--- src/rtl/usrt_tx.sv ---
// usrt_tx: synchronous serial transmitter driving a gated serial clock
// (usrt_clk) and serial data (usrt_data) from parallel words accepted over a
// valid/ready handshake.
//
// Frame: start bit (0), DATA_BITS data bits LSB first, optional even parity
// bit, stop bit (1). Each bit lasts 2*HALF_PERIOD clk cycles. usrt_clk rises
// halfway through each bit, which is where the receiver samples. usrt_clk
// falls at the end of the bit, and the data line moves to the next bit in
// that same cycle.
//
// Optional feature macro: USRT_TX_PARITY_EN. When it is defined, an even
// parity bit (XOR of the data bits) is sent between the MSB and the stop bit.
//
// Parameter limits: HALF_PERIOD >= 2, DATA_BITS >= 2.
// All outputs are registered. There is no combinational path from any input
// to any output.
module usrt_tx #(
   parameter int HALF_PERIOD = 8,
   parameter int DATA_BITS   = 8
) (
   input  logic                 clk,
   input  logic                 rst,
   input  logic [DATA_BITS-1:0] tx_data,
   input  logic                 tx_valid,
   output logic                 tx_ready,
   output logic                 usrt_clk,
   output logic                 usrt_data,
   output logic                 tx_busy
);

   localparam int HC_W = $clog2(HALF_PERIOD);
   localparam int BC_W = $clog2(DATA_BITS);
   localparam logic [HC_W-1:0] HC_LAST = HC_W'(HALF_PERIOD - 1);
   localparam logic [BC_W-1:0] BC_LAST = BC_W'(DATA_BITS - 1);

`ifdef USRT_TX_PARITY_EN
   typedef enum logic [2:0] {IDLE, START, DATA, PARITY, STOP} state_t;
`else
   typedef enum logic [1:0] {IDLE, START, DATA, STOP} state_t;
`endif

   state_t                state;
   logic [HC_W-1:0]       hc;        // clk cycles within the current half-period
   logic [BC_W-1:0]       bit_cnt;   // index of the data bit on the line
   logic [DATA_BITS-1:0]  shreg;     // bit 0 is the data bit currently on the line
`ifdef USRT_TX_PARITY_EN
   logic                  parity;    // even parity of the accepted word
`endif

   // Frame sequencer. While a frame runs, usrt_clk itself records which
   // half of the bit is in progress: low means the first half, high means
   // the second half.
   // NOTE: every register in this block is assigned with <= so that all
   // next-state values are computed from the values held before the edge.
   always_ff @(posedge clk) begin
      if (rst) begin
         state     <= IDLE;
         hc        <= '0;
         bit_cnt   <= '0;
         shreg     <= '0;
`ifdef USRT_TX_PARITY_EN
         parity    <= 1'b0;
`endif
         tx_ready  <= 1'b1;
         tx_busy   <= 1'b0;
         usrt_clk  <= 1'b0;
         usrt_data <= 1'b1;
      end else if (state == IDLE) begin
         // tx_ready is always high in IDLE, so tx_valid alone marks an accept.
         if (tx_valid) begin
            shreg     <= tx_data;
`ifdef USRT_TX_PARITY_EN
            parity    <= ^tx_data;
`endif
            hc        <= '0;
            bit_cnt   <= '0;
            state     <= START;
            usrt_data <= 1'b0;
            tx_ready  <= 1'b0;
            tx_busy   <= 1'b1;
         end
      end else if (hc != HC_LAST) begin
         hc <= hc + 1'b1;
      end else begin
         hc <= '0;
         if (!usrt_clk) begin
            // End of the first half: the receiver samples on this rising edge.
            usrt_clk <= 1'b1;
         end else begin
            // End of the bit: falling edge, and the data line advances.
            usrt_clk <= 1'b0;
            case (state)
               START: begin
                  state     <= DATA;
                  usrt_data <= shreg[0];
               end
               DATA: begin
                  if (bit_cnt == BC_LAST) begin
`ifdef USRT_TX_PARITY_EN
                     state     <= PARITY;
                     usrt_data <= parity;
`else
                     state     <= STOP;
                     usrt_data <= 1'b1;
`endif
                  end else begin
                     bit_cnt   <= bit_cnt + 1'b1;
                     shreg     <= shreg >> 1;
                     usrt_data <= shreg[1];
                  end
               end
`ifdef USRT_TX_PARITY_EN
               PARITY: begin
                  state     <= STOP;
                  usrt_data <= 1'b1;
               end
`endif
               STOP: begin
                  state     <= IDLE;
                  usrt_data <= 1'b1;
                  tx_ready  <= 1'b1;
                  tx_busy   <= 1'b0;
               end
               default: begin
                  state     <= IDLE;
                  usrt_data <= 1'b1;
                  tx_ready  <= 1'b1;
                  tx_busy   <= 1'b0;
               end
            endcase
         end
      end
   end

endmodule

--- config.mk ---
export PLATFORM = sky130hd
export DESIGN_NAME = usrt_tx
export DESIGN_NICKNAME = d
export VERILOG_FILES = /design/src/rtl/usrt_tx.sv
export SDC_FILE = /design/constraint.sdc
export NUM_CORES = 1
export LEC_CHECK = 0
export ABC_AREA = 1
export CAP_MARGIN = 0
export CORE_MARGIN = 10
export CORE_UTILIZATION = 52
export DETAILED_ROUTE_END_ITERATION = 10
export PLACE_DENSITY = 0.77
export SLEW_MARGIN = 20
export SYNTH_ARGS = -nofsm -noshare
export SYNTH_HDL_FRONTEND = slang
export SYNTH_SLANG_ARGS = --single-unit
--- constraint.sdc ---
create_clock -name clk -period 1.5 [get_ports clk]
set_input_delay 0.3 -clock clk [delete_from_list [all_inputs] [get_ports clk]]
set_output_delay 0.3 -clock clk [all_outputs]
set_load 0.01 [all_outputs]
; ---- After elaboration in Yosys (flattened, before gate mapping)
; Cells that the tools add are included.
[totals]
out_inout_bits = 4
in_bits = 11
ff_bits = 20
[op_classes]
n_addsub = 2
reduce_logical = 9
bitwise = 2
n_mux = 36
eq_ne = 9
[op_table]
columns = cell, count
row1 = $mux W8, 6
row2 = $mux W3, 8
row3 = $mux W1, 15
row4 = $mux W2, 5
row5 = $reduce_and A4 Y1, 2
row6 = $add A3 B1 Y3 const B, 2
row7 = $ne A2 B2 Y1 const B, 3
row8 = $ne A3 B3 Y1 const B, 2
row9 = $reduce_and A5 Y1, 1
row10 = $pmux W2 S2, 1
row11 = $reduce_bool A2 Y1, 2
row12 = $eq A3 B3 Y1 const B, 1
row13 = $reduce_and A3 Y1, 1
row14 = $eq A2 B1 Y1 const B, 1
row15 = $eq A2 B2 Y1 const B, 1
row16 = $logic_not A2 Y1, 1
row17 = $ne A2 B1 Y1 const B, 1
row18 = $not A1 Y1, 2
row19 = $pmux W1 S2, 1
row20 = $reduce_and A2 Y1, 1
row21 = $reduce_or A2 Y1, 1

; ---- Longest topological paths before layout
[depth]
word_depth = 6
ltp_mapped = 9

; ---- Worst setup path after synthesis
; OpenSTA, ideal clock, no wires.
[synth_path]
kind = register to register
start = register state[0]
end = register shreg[1]
path_stages_with_launch = 10
n_path_buf = 1
period_less_slack_ns = 1.354
path_slack_ns = 0.146
required_ns = 1.387
setup_time_ns = 0.113
t_arrival_ns = 1.242
cell_sequence = dfxtp_1 > inv_1 > ha_1 > inv_2 > nand3_2 > nand2_2 > buf_6 > nand3b_1 > nand2_1 > nor2_1
[synth_via]
elab_chain_len = 3
[synth_lines]
columns = element, line
row1 = from (decl), 42  ; state_t state;
row2 = from (signal assigned), 57  ; state <= IDLE;
row3 = from (signal assigned), 77  ; state <= START;
row4 = from (signal assigned), 94  ; state <= DATA;
row5 = $eq A2 B2 Y1 or $logic_not A2 Y1 (tied branches), "92, 68"
row6 = $reduce_bool A2 Y1 (no line) or $ne A2 B2 Y1 (tied branches), -
row7 = $reduce_and A5 Y1 (no line), -
row8 = to (signal assigned), 71  ; shreg <= tx_data;
row9 = to (signal assigned), 108  ; shreg <= shreg >> 1;
row10 = to (decl), 45  ; logic [DATA_BITS-1:0] shreg;
; Parallel ways exist; a longest one is shown, timed or not.
; A chain may end at the register's enable or synchronous reset.

; ---- Final worst setup path
[layout_path]
start = register state[0]
end = register bit_cnt[2]
[layout_via]
elab_chain_len = 3
[layout_lines]
columns = element, line
row1 = $eq A2 B2 Y1 or $logic_not A2 Y1 (tied branches), "92, 68"
row2 = $reduce_bool A2 Y1 (no line) or $ne A2 B2 Y1 (tied branches), -
row3 = $reduce_and A5 Y1 (no line), -
row4 = to (signal assigned), 107  ; bit_cnt <= bit_cnt + 1'b1;
row5 = to (decl), 44  ; logic [BC_W-1:0] bit_cnt;
; Parallel ways exist; a longest one is shown, timed or not.

==> summary.md <==
| Metric | Value |
|---|---|
| Outcome | finished, final reports clean |
| Die Height | 64.72 µm |
| Clk sinks | 20 |
| Vias per cell | 4.744 |
| Final slew viol count | 0 |
| P_leak | 0.0006288 µW |
| Fin crit share | 92.09% |
| Floorplan Core Area | 1922 µm² |
| CP Cell Sequence | inv_1, ha_2, inv_2, nand3_2, buf_4, nor2_2, nand2_1, a21oi_1 |
| Critical Path RT | 1.73 ns |
| I/O pin count | 15 |
| Pwr dens | 1652 nW/µm² |
| Max_cap viols | 0 |
| Netlist cell types | 16 |
| Via Count | 963 |
| Critical R2R Launch | state[0]$_SDFFE_PP0P_ |
| Diode count | 0 |
| RSZ-0062 raised after global routing | yes |
| Final hold violation count | 0 |
| Post-Syn Instances | 152 |
| VDD IR max | 1007 µV |
| CP max stage delay | 0.35 ns |
| Final Cell Area | 1344 µm² |
| First-pass GRT wire length | 3.808 mm |
| Total GRT Usage | 10.74% |
| Startpoint Class | flip-flop |
| Maximum fanout along the worst path | 6 |
| Sequential fraction of the synthesis area | 38.51% |
| Final wirelength | 2.211 mm |
| Hold Startpoint | hc[0]$_SDFFE_PP0P_ |
| DRT Pass-1 Iters | 4 |
| Synth top area cells | dfxtp_1, nand2_1, nor2_1 |
| DRC | 0 |
| Detail Placement HPWL | 1.667 mm |
| Fmax | 723.9 MHz |
| Max-slew headroom | 87.00% |
| Design Power | 2220 µW |
| WL/cell | 10.89 µm |
| Setup violators final | 0 |
| Dpl cell area | 1269 µm² |
| Final nets | 195 |
| Clk buf depth | 2 |
| Die area | 4188 µm² |
| Mapped cell area | 1040 µm² |
| Area leader, netlist | dfxtp_1 |
| Placer Congestion | 0.8364 |
| Setup_tns | 0 ns |
| Fillers | 163 |
| Syn avg cell area | 6.840 µm² |
| Most frequent cells in the layout | nand2_1, nor2_1, dfxtp_1 |
| Commonest non-fill, non-tap cell in the layout | nand2_1 |
| ANT nets after route | 0 |
| Type of the tightest min-delay check | reg -> reg |
| Starting density of the core | 54.10% |
| Crit path launch | state[0]$_SDFFE_PP0P_ |
| CP Capture Type | flip-flop |
| Net Count, Synth | 170 |
| Pre-CTS setup slack | -0.009458 ns |
| Largest net degree at the start of global routing | 12 |
| CTS Hold Bufs | 0 |
| Post-route worst setup slack | 0.1187 ns |
| CTS tree | yes |
| Setup Skew | 0.002655 ns |
| Clock transition at the registers of the reported paths | 0.11 ns |
| Least-Margin Pin Slew | 0.1948 ns |
| Initial antenna violation count | 0 |
| CTS Root Cell | clkbuf_4 |
| Grt total ovfl | 0 |
| Vias in the first global route | 888 |
| Row count | 16 |
| Warnings, synthesis | 0 |
| Seq cells post-synth | 20 |
| Htree depth | 1 |
| Share of layout cells above drive strength 1 | 16.48% |
| Synth-to-layout area growth | 29.24% |
| Arrival time of the worst setup path | 1.61 ns |
| Initial DRC Count | 30 |
| Die X | 64.72 µm |
| Final min period | 1.381 ns |
| Total CTS buffers | 3 |
| Worst skew pair latency | 0.29 ns |
| PortBufs | 14 |
| Crit-path slowest cell | dfxtp_2 |
| Post-synth top area share | 38.51% |
| CP Class | reg -> reg |
==> Yosys cell counts <==
| cell | number |
|---|---|
| o21ai_0 | 4 |
| nand3b_1 | 7 |
| inv_2 | 2 |
| nor2_1 | 28 |
| buf_2 | 2 |
| dfxtp_1 | 20 |
| inv_1 | 10 |
| nand3_1 | 6 |
| nand2_2 | 2 |
| ha_1 | 7 |
| buf_1 | 1 |
| nand2_1 | 52 |
| buf_6 | 1 |
| a21oi_1 | 8 |
| o21ai_4 | 1 |
| nand3_2 | 1 |
==> logic make-up after synthesis <==
family	Yosys count	share of synthesized area, %
simple gates	96	38.99
flops	20	38.51
buf+inv	16	6.739
compound gates	13	7.341
fa+ha+maj	7	8.423
==> worst paths after layout <==
check / end / slack [ns] / cells past startpoint
worst max-delay path: bit_cnt[2]$_SDFFE_PP0P_ / 0.12 / 8
worst min-delay path: hc[0]$_SDFFE_PP0P_ / 0.44 / 1
worst min register to register: hc[0]$_SDFFE_PP0P_ / 0.44 / 1
worst max register to register: bit_cnt[2]$_SDFFE_PP0P_ / 0.12 / 8
==> power by group <==
part | internal, µW | switching, µW | total [µW] | leakage [µW]
Clock | 148 | 162 | 310 | 0.0000210
Sequential | 689 | 82.0 | 771 | 0.000165
Combinational | 498 | 642 | 1140 | 0.000443
==> timing repair <==
action | in CTS | in global routing
setup buffers | 0 | 1
endpoints found under the setup margin | 10 | 15
endpoints found under the hold margin | 0 | 0
pin swaps | 0 | 1
gates resized for setup | 4 | 12
==> layout make-up <==
class                      count  area [µm²]  area share (%)
multi-input combinational    116       586.8           43.67
timing repair buffer          24       234.0           17.41
inverter                      12       47.55           3.538
tap                           27       33.78           2.514
clock buffer                   4       36.28           2.700
sequential                    20       405.4           30.17
==> critical path: cells and delay by family (launching register included) <==
family	cells	cell delay, ns
flip-flops	1	0.35
buffers and inverters	3	0.32
adder cells (fa/ha/maj)	1	0.21
AO/OA/AOI/OAI	1	0.14
AND/OR/NAND/NOR	3	0.28
==> per-stage QoR <==
step | instances | util (%) | hold slack (ns)
after floorplan | 152 | - | 0.3691
after global placement | 198 | 66.02 | 0.4460
final | 203 | 69.92 | 0.4369
after global routing | 203 | 69.92 | 0.4652
after CTS | 202 | 67.97 | 0.4746
after detailed placement | 198 | 66.02 | 0.4559
==> registers in the layout (all words and copies together) (netlist names) <==
name	flops
shreg	8
bit_cnt	3
hc	3
state	2
tx_busy	1
tx_ready	1
usrt_clk	1
usrt_data	1
==> routing by layer <==
metal | vias to the layer above | routed length, µm | GRT usage, %
met5 | - | 0 | 0
met4 | 0 | 9 | 2.406
met3 | 2 | 77 | 3.265
met2 | 9 | 1051 | 17.36
met1 | 427 | 1072 | 13.65
li1 | 525 | - | -
(Power assumes the default switching activity.)
